File: src/rtl/step_dir_rx.sv
// Step/dir receiver: synchronises step/dir, accumulates signed position, measures step period.
// Optional glitch filter on the synced step level: define STEP_DIR_RX_GLITCH_FILTER_EN.
module step_dir_rx #(
  parameter int          PERIOD_W   = 24,
  parameter int          DIR_SETUP  = 4,
`ifdef STEP_DIR_RX_GLITCH_FILTER_EN
  parameter int          FILTER_LEN = 3,
`endif
  parameter int unsigned TIMEOUT    = 24'hFFFFFF
) (
  input  logic                clk,
  input  logic                reset,
  input  logic                step_in,
  input  logic                dir_in,
  input  logic                load,
  input  logic signed [31:0]  pos_val,
  input  logic                err_clear,
  output logic signed [31:0]  pos,
  output logic [PERIOD_W-1:0] period,
  output logic                period_valid,
  output logic                moving,
  output logic                cur_dir,
  output logic                step_seen,
  output logic                setup_err
);

  localparam int DSW = $clog2(DIR_SETUP + 1);
  localparam logic [DSW-1:0] DSETUP = DSW'(DIR_SETUP);
  localparam logic [PERIOD_W-1:0] TMO = PERIOD_W'(TIMEOUT);

  typedef enum logic [1:0] {IDLE, FIRST, RUN} state_e;

  state_e               state_q, state_d;
  logic                 step_s1_q, step_s2_q, step_s3_q;
  logic                 dir_s1_q, dir_s2_q, dir_s3_q;
  logic [DSW-1:0]       dstab_q, dstab_d, dstabEff;
  logic [PERIOD_W-1:0]  cnt_q, cnt_d, period_q, period_d;
  logic signed [31:0]   pos_q, pos_d, posBase;
  logic                 pvalid_q, pvalid_d;
  logic                 moving_q, curdir_q, curdir_d, seen_q, err_q, err_d;
  logic                 stepLevel, stepEvent, dirChange, sameDir, timeout;

`ifdef STEP_DIR_RX_GLITCH_FILTER_EN
  localparam int FCW = $clog2(FILTER_LEN + 1);
  localparam logic [FCW-1:0] FLAST = FCW'(FILTER_LEN - 1);

  logic           filt_q;
  logic [FCW-1:0] fcnt_q;

  // Filtered level follows s2 only after FILTER_LEN consecutive cycles of disagreement.
  always_ff @(posedge clk or negedge reset) begin
    if (!reset) begin
      filt_q <= 1'b0;
      fcnt_q <= '0;
    end else if (step_s2_q == filt_q) begin
      fcnt_q <= '0;
    end else if (fcnt_q == FLAST) begin
      filt_q <= step_s2_q;
      fcnt_q <= '0;
    end else begin
      fcnt_q <= fcnt_q + 1'b1;
    end
  end

  assign stepLevel = filt_q;
`else
  assign stepLevel = step_s2_q;
`endif

  assign stepEvent = stepLevel & ~step_s3_q;

  always_comb begin
    dirChange = dir_s2_q ^ dir_s3_q;
    // A dir change in the step cycle itself must count as zero stable cycles.
    dstabEff  = dirChange ? '0 : dstab_q;
    dstab_d   = dirChange ? '0 : ((dstab_q == DSETUP) ? dstab_q : dstab_q + 1'b1);
    sameDir   = (dir_s2_q == curdir_q);
    timeout   = (cnt_q >= TMO);

    state_d  = state_q;
    period_d = period_q;
    pvalid_d = pvalid_q;
    curdir_d = stepEvent ? dir_s2_q : curdir_q;

    case (state_q)
      IDLE: begin
        pvalid_d = 1'b0;
        if (stepEvent) state_d = FIRST;
      end
      FIRST: begin
        if (stepEvent) begin
          if (sameDir) begin
            state_d  = RUN;
            period_d = cnt_q;
            pvalid_d = 1'b1;
          end
        end else if (timeout) begin
          state_d = IDLE;
        end
      end
      RUN: begin
        if (stepEvent) begin
          if (sameDir) begin
            period_d = cnt_q;
          end else begin
            state_d  = FIRST;
            pvalid_d = 1'b0;
          end
        end else if (timeout) begin
          state_d  = IDLE;
          pvalid_d = 1'b0;
        end
      end
      default: state_d = IDLE;
    endcase

    if (stepEvent)                             cnt_d = {{(PERIOD_W-1){1'b0}}, 1'b1};
    else if (state_d == IDLE && state_q != IDLE) cnt_d = '0;
    else if (cnt_q == '1)                       cnt_d = cnt_q;
    else                                        cnt_d = cnt_q + 1'b1;

    posBase = load ? pos_val : pos_q;
    pos_d   = posBase;
    if (stepEvent) pos_d = dir_s2_q ? posBase + 32'sd1 : posBase - 32'sd1;

    err_d = err_q;
    if (stepEvent && (dstabEff < DSETUP)) err_d = 1'b1;
    else if (err_clear)                   err_d = 1'b0;
  end

  always_ff @(posedge clk or negedge reset) begin
    if (!reset) begin
      step_s1_q <= 1'b0;
      step_s2_q <= 1'b0;
      step_s3_q <= 1'b0;
      dir_s1_q  <= 1'b0;
      dir_s2_q  <= 1'b0;
      dir_s3_q  <= 1'b0;
      dstab_q   <= '0;
      cnt_q     <= '0;
      state_q   <= IDLE;
      period_q  <= '0;
      pvalid_q  <= 1'b0;
      moving_q  <= 1'b0;
      curdir_q  <= 1'b0;
      seen_q    <= 1'b0;
      err_q     <= 1'b0;
      pos_q     <= '0;
    end else begin
      step_s1_q <= step_in;
      step_s2_q <= step_s1_q;
      step_s3_q <= stepLevel;
      dir_s1_q  <= dir_in;
      dir_s2_q  <= dir_s1_q;
      dir_s3_q  <= dir_s2_q;
      dstab_q   <= dstab_d;
      cnt_q     <= cnt_d;
      state_q   <= state_d;
      period_q  <= period_d;
      pvalid_q  <= pvalid_d;
      moving_q  <= (state_d != IDLE);
      curdir_q  <= curdir_d;
      seen_q    <= stepEvent;
      err_q     <= err_d;
      pos_q     <= pos_d;
    end
  end

  assign pos          = pos_q;
  assign period       = period_q;
  assign period_valid = pvalid_q;
  assign moving       = moving_q;
  assign cur_dir      = curdir_q;
  assign step_seen    = seen_q;
  assign setup_err    = err_q;

endmodule

File: config.mk
export PLATFORM = sky130hd
export DESIGN_NAME = step_dir_rx
export DESIGN_NICKNAME = d
export VERILOG_FILES = /design/src/rtl/step_dir_rx.sv
export SDC_FILE = /design/constraint.sdc
export NUM_CORES = 1
export LEC_CHECK = 0
export CAP_MARGIN = 15
export CORE_AREA = 5 5 138 140
export DETAILED_ROUTE_END_ITERATION = 7
export DIE_AREA = 0 0 143 145
export HOLD_SLACK_MARGIN = 0.1
export MAX_ROUTING_LAYER = met4
export PLACE_DENSITY_LB_ADDON = 0.05
export SLEW_MARGIN = 20
export SYNTH_ARGS = -nofsm -noshare
export SYNTH_HDL_FRONTEND = slang
export SYNTH_SLANG_ARGS = --single-unit
File: constraint.sdc
create_clock -name clk -period 3.55 [get_ports clk]
set_input_delay 0.8875 -clock clk [delete_from_list [all_inputs] [get_ports clk]]
set_output_delay 0.8875 -clock clk [all_outputs]
set_load 0.03 [all_outputs]
-- Yosys cells after proc, flatten, opt, wreduce, memory -nomap -nowiden
Index checks and enable logic that the tools add are counted.
- register bits after elaboration: 96
- bits of input ports: 38
- output and inout port bits: 61
- word-level logic and storage cells: 71
- add/subtract/negate cells: 4
- $lt $le $gt $ge: 2
- equal/unequal tests: 11
- multiplexer cells: 24
- bitwise operators: 3
- reductions and logical operators: 11
- operator list (cell ; number):
    $mux 32 ; 3
    $mux 24 ; 3
    $add 32x2->32 const B ; 1
    $sub 32x2->32 const B ; 1
    $add 24x1->24 const B ; 1
    $eq 24x24->1 const B ; 1
    $ge 24x24->1 const B ; 1
    $mux 2 ; 6
    $mux 3 ; 3
    $ne 3x3->1 const B ; 3
    $mux 1 ; 7
    $ne 2x2->1 const B ; 3
    $pmux 2 s3 ; 1
    $reduce_bool 2->1 ; 3
    $reduce_and 5->1 ; 1
    $logic_not 2->1 ; 2
    $add 3x1->3 const B ; 1
    $eq 3x3->1 const B ; 1
    $lt 3x3->1 const B ; 1
    $pmux 1 s3 ; 1
    $reduce_and 3->1 ; 1
    $reduce_bool 3->1 ; 1
    $eq 2x1->1 const B ; 1
    $eq 2x2->1 const B ; 1
    6 further kinds ; 7

-- Logic depth before layout (Yosys ltp)
- word-level depth: 8
- mapped depth: 13

-- Worst setup path after synthesis
No wires, ideal clock.
- path kind: input -> register
- start point: in load
- end point: reg pos_q[26] (netlist: pos[26])
- arrival time: 3.923 ns
- data required time: 3.422 ns
- path slack: -0.502 ns
- stages on the path: 13
- path through: buf_4 clkbuf_1 buf_1 mux2_2 fa_1 a211oi_1 o21ai_1 nand4_1 nand4_1 and3_1 o2111ai_1 nor4b_1 nor3_1
- cells in the longest elaborated chain, start to end: 4
- elaborated cells on any way between the ends: 5
- those cells by class: 2 x add/sub; 3 x mux
- RTL lines (what ; RTL line ; text):
    start: declaration ; 15 ; input logic load,
    $mux 32 * ; 122 ; posBase = load ? pos_val : pos_q;
    $sub 32x2->32 / $add 32x2->32 (equally long branches) ; 124 ; if (stepEvent) pos_d = dir_s2_q ? posBase + 32'sd1 : posBase - 32'sd1;
    $mux 32 ; 124 ;
    $mux 32 * ; 124 ;
    named net pos_d[26] ; 38 ; logic signed [31:0] pos_q, pos_d, posBase;
    end signal: assignment ; 165 ; pos_q <= pos_d;
    end: declaration ; 38 ;
Mark *: on every way through the listed nets, which the timed path passes. The rest lies on a longest branch.
A chain may end at the register's enable or synchronous reset.

-- Worst setup path in the final report
- start point: in pos_val[1]
- end point: reg pos_q[26] (netlist: pos[26])
- cells in the longest elaborated chain, start to end: 4
- elaborated cells on any way between the ends: 5
- those cells by class: 2 x add/sub; 3 x mux
- RTL lines (what ; RTL line ; text):
    start: declaration ; 16 ; input logic signed [31:0] pos_val,
    $mux 32 * ; 122 ;
    $sub 32x2->32 / $add 32x2->32 (equally long branches) ; 124 ;
    $mux 32 * (2 in series) ; 124 ;
    named net pos_d[26] ; 38 ;
Marked as above.

==> out/summary.md <==
The sequential share of the synthesized area is 0.3951, and the peak clock frequency supported by timing is 298.2 MHz. The share of Yosys cell area claimed by the top area cell type was 0.3951; the final global-route overflow total was 0. Fill cells in the final layout number 1672.

Summing all placed instances gives a cell area of 7620 um^2. A synthesized cell averages 9.759 um^2. Synthesized cell area: 6080 um^2. Counting every sink on the clock net gives 96. The netlist uses 70 different library cells. For the via count of the first global-routing pass, the log shows 5141. The remaining antenna violation count after routing is 0.

STA puts the critical path data arrival time at 3.59 ns. For the count of unresolved DRC violations after routing, the log shows 0. The most numerous cell type found on the critical path is sky130_fd_sc_hd__nand4_1.

Number of nets produced by synthesis: 700. For this run, the post-layout net count is 830. By area the synthesized netlist is led by sky130_fd_sc_hd__dfrtp_1 40%, sky130_fd_sc_hd__mux2_2 9.8%, sky130_fd_sc_hd__ha_1 7.8%. Power spread over the standard cell area amounts to 507.6 nW/um^2. Setup repair after global routing left no endpoint under its margin. For this design the static power due to leakage is 3.535 nW. The depth of the critical timing path with buffers and inverters included came out at 11. The die covers 20740 um^2. For this run, the leading register cell type out of synthesis is sky130_fd_sc_hd__dfrtp_1.

Counting along the longest clock path gives a buffer depth of 2. In this run the worst path has a maximum fanout of 5. The tools report the normalized max-slew margin as 0.4717. The met3 wire length came out at 586 um. The die boundary width was 143 um; the overall power consumption was 4.019 mW. The async set or reset register ratio after synthesis was 1.000; the area added between synthesis and finish was 30.23%. The run gives 0 as the number of max-slew violations in the final report. The cell count after synthesis came out at 623. After detailed routing, the number of vias per cell comes to 5.129.

Among cell families on the critical path, the largest total delay comes from simple AND/OR/NAND/NOR gates. The fraction of final layout cells with drive strength greater than 1 was 0.1887; the synthesis-stage register bit count was 96. The die is 145 um tall.

Buffers inserted to repair hold after CTS numbered 0. The data required time of the worst path was 3.78 ns; the final standard cell area without fillers was 7918 um^2. By startpoint and endpoint, the worst setup path is classified as in -> reg.

The repair_antennas step left the layout with diodes totalling 0. The library cells used most frequently in the layout, excluding fill and tap cells, are 96 x sky130_fd_sc_hd__dfrtp_1, 96 x sky130_fd_sc_hd__clkdlybuf4s50_1, 60 x sky130_fd_sc_hd__nand2_1, 60 x sky130_fd_sc_hd__nor2_1, 52 x sky130_fd_sc_hd__mux2_2. In this run the clock root is driven by a sky130_fd_sc_hd__clkbuf_16.

The tools report the endpoint of the worst register-to-register path as cnt_q[13]. The pre-antenna-repair detailed-routing pass consisted of 4 iterations. For the placer's final routability congestion estimate, the log shows 0.8807.

Post-detailed-route wirelength per cell: 15.82 um. Counting cells, the worst reg-to-reg path comes to 10. The tools report the peak supply drop as 277.2 uV. The cell type contributing the most total cell area after synthesis is sky130_fd_sc_hd__dfrtp_1. The cell with the biggest individual delay on the critical path is sky130_fd_sc_hd__fa_1. The shortest clock period the worst path allows after layout is 3.354 ns.

The critical path starts at pos_val[1]. The path class of the tightest hold or removal check is reg -> reg. The tools report the number of antenna violations at the first check in global routing as 0. The startpoint of the lowest-slack register-to-register path was cnt_q[0].

Clock-pin slew was measured on the worst setup and hold paths at 0.07 ns. Max capacitance violation total: 0. The initialized floorplan defines 49 standard-cell rows. Traced cell by cell, the critical path runs through clkdlybuf4s50_1 > mux2_2 > fa_1 > a211oi_2 > o21ai_1 > nand4_1 > nand4_1 > and3_4 > o2111ai_1 > nor4b_2 > nor3_1.

The tools report the final HPWL from detailed placement as 11050 um. The tools report the overall routing resource usage as 0.1608. The detailed-routed wire length on met2 was 6525 um.

The fraction of the cycle the final worst path needs is 0.9447. After detailed routing, no signal wire sits above met4. The total CTS buffers is 9. The starting utilization of the core area was 0.3431. TritonCTS built the clock tree.

The region available for standard cell placement spans 17720 um^2. For the flop-to-flop setup slack, the log shows 0.66 ns. The detailed router put a total of 8305 um of wire on met1. Setup violations remaining at the end of the flow were counted as 0. The final routed wirelength across all metal layers is 15620 um, and the pin count of the biggest net entering global routing is 97.

In this run the worst setup path terminates at pos[26]. The number of buffer and inverter stages on the critical path was 1; the count of yosys warnings during synthesis was 0. The clock latency on the worst-skew pair came out at 0.35 ns. The flow ran to the end, and the final reports show no timing, DRC or antenna violations.

The first routing iteration left 265 violations. The first global-routing pass estimated 26550 um of wire. For the total count of hold-check failures in the final report, the log shows 0. The tools report the critical path endpoint category as a flop.

Slew at the pin with the worst max-slew slack: 0.7842 ns. For this design the top-level I/O count stands at 99. The number of input and output port buffers inserted is 98.

On the worst path, the slowest cell contributes a delay of 0.43 ns. The tools report the startpoint type of the worst setup path as an input pin. The number of synthesized flops with an enable pin works out to 0. In this run the most critical hold path is launched from step_s1_q. The total number of vias is 5062. Across the routed clock network, the largest skew measured is 0.009090 ns. The deepest level of the CTS H-tree is 3.
[state kept, by name, summed over array words and instances (netlist names), 2 cells and up]
name	flops
cnt_q	24
dstab_q	3
period	24
pos	32
state_q	2
[Yosys cell counts, types with 5 or more instances]
| library cell | number |
|---|---|
| sky130_fd_sc_hd__nand2_1 | 60 |
| sky130_fd_sc_hd__mux2_2 | 53 |
| sky130_fd_sc_hd__and3_1 | 7 |
| sky130_fd_sc_hd__mux2i_1 | 6 |
| sky130_fd_sc_hd__nor2b_1 | 6 |
| sky130_fd_sc_hd__a21oi_1 | 48 |
| sky130_fd_sc_hd__nand3_1 | 17 |
| sky130_fd_sc_hd__ha_1 | 38 |
| sky130_fd_sc_hd__a31oi_1 | 6 |
| sky130_fd_sc_hd__o21ai_0 | 27 |
| sky130_fd_sc_hd__buf_1 | 6 |
| sky130_fd_sc_hd__clkbuf_1 | 10 |
| sky130_fd_sc_hd__nand4_1 | 11 |
| sky130_fd_sc_hd__nor2_1 | 60 |
| sky130_fd_sc_hd__xor2_1 | 14 |
| sky130_fd_sc_hd__a211oi_1 | 7 |
| sky130_fd_sc_hd__and4_1 | 6 |
| sky130_fd_sc_hd__a21o_1 | 11 |
| sky130_fd_sc_hd__inv_1 | 18 |
| sky130_fd_sc_hd__dfrtp_1 | 96 |
| sky130_fd_sc_hd__nor3_1 | 8 |
| sky130_fd_sc_hd__or3_1 | 5 |
| sky130_fd_sc_hd__xnor2_1 | 24 |
| sky130_fd_sc_hd__o21a_1 | 6 |
[through the flow]
step	utilization	setup TNS (ns)	std cells	setup slack [ns]	hold slack (ns)
finish	0.4469	0	987	0.1964	0.3530
global route	0.4469	0	987	0.03683	0.3755
CTS	0.4465	0	987	0.1915	0.3534
detailed placement	0.4301	-0.6175	971	-0.1629	0.3371
global placement	0.4301	-0.3298	971	-0.08718	0.3337
floorplan	-	0	623	0.008647	0.3312
[final cells by class]
| class | count | area [um^2] | area share |
|---|---|---|---|
| clock inverter | 5 | 38.79 | 0.004899 |
| tap | 229 | 286.5 | 0.03619 |
| sequential | 96 | 2402 | 0.3034 |
| clock buffer | 11 | 252.7 | 0.03192 |
| multi-input combinational | 485 | 3521 | 0.4447 |
| timing repair buffer | 143 | 1349 | 0.1704 |
| inverter | 18 | 67.56 | 0.008534 |
[what timing repair did]
action                     4_1_cts  5_1_grt
hold endpoints to repair         0        0
resized for setup                0        3
setup endpoints to repair        0        2
buffers inserted                 0        0
[power breakdown]
group	switching, mW	internal (mW)	total, mW
combinational	0.935	0.767	1.70
clock	0.454	0.520	0.974
sequential	0.109	1.23	1.34
total	1.50	2.52	4.02
[per-layer routing]
layer | global-route usage | up-vias
met3 | 0.02172 | 9
li1 | - | 2522
met1 | 0.2443 | 2429
met4 | 0.04563 | 0
met5 | - | -
met2 | 0.2218 | 102
[cell families (layout without fill, tap and decap cells)]
group | Yosys count | in the layout | synth area share
buf+inv | 42 | 177 | 0.02902
mux | 60 | 60 | 0.1105
fa+ha+maj | 39 | 39 | 0.08150
xor+xnor | 38 | 38 | 0.05474
compound gates | 143 | 143 | 0.1595
flops | 96 | 96 | 0.3951
simple gates | 205 | 205 | 0.1696
[how the worst min path moves through the flow]
stage	endpoint	slack (ns)	cells after the start
final	stepLevel	0.35	0
after global routing	stepLevel	0.38	0
after CTS	stepLevel	0.35	0
after detailed placement	stepLevel	0.34	0
after global placement	stepLevel	0.33	0
after floorplan	dir_s2_q	0.33	0
(Power assumes the default switching activity.)
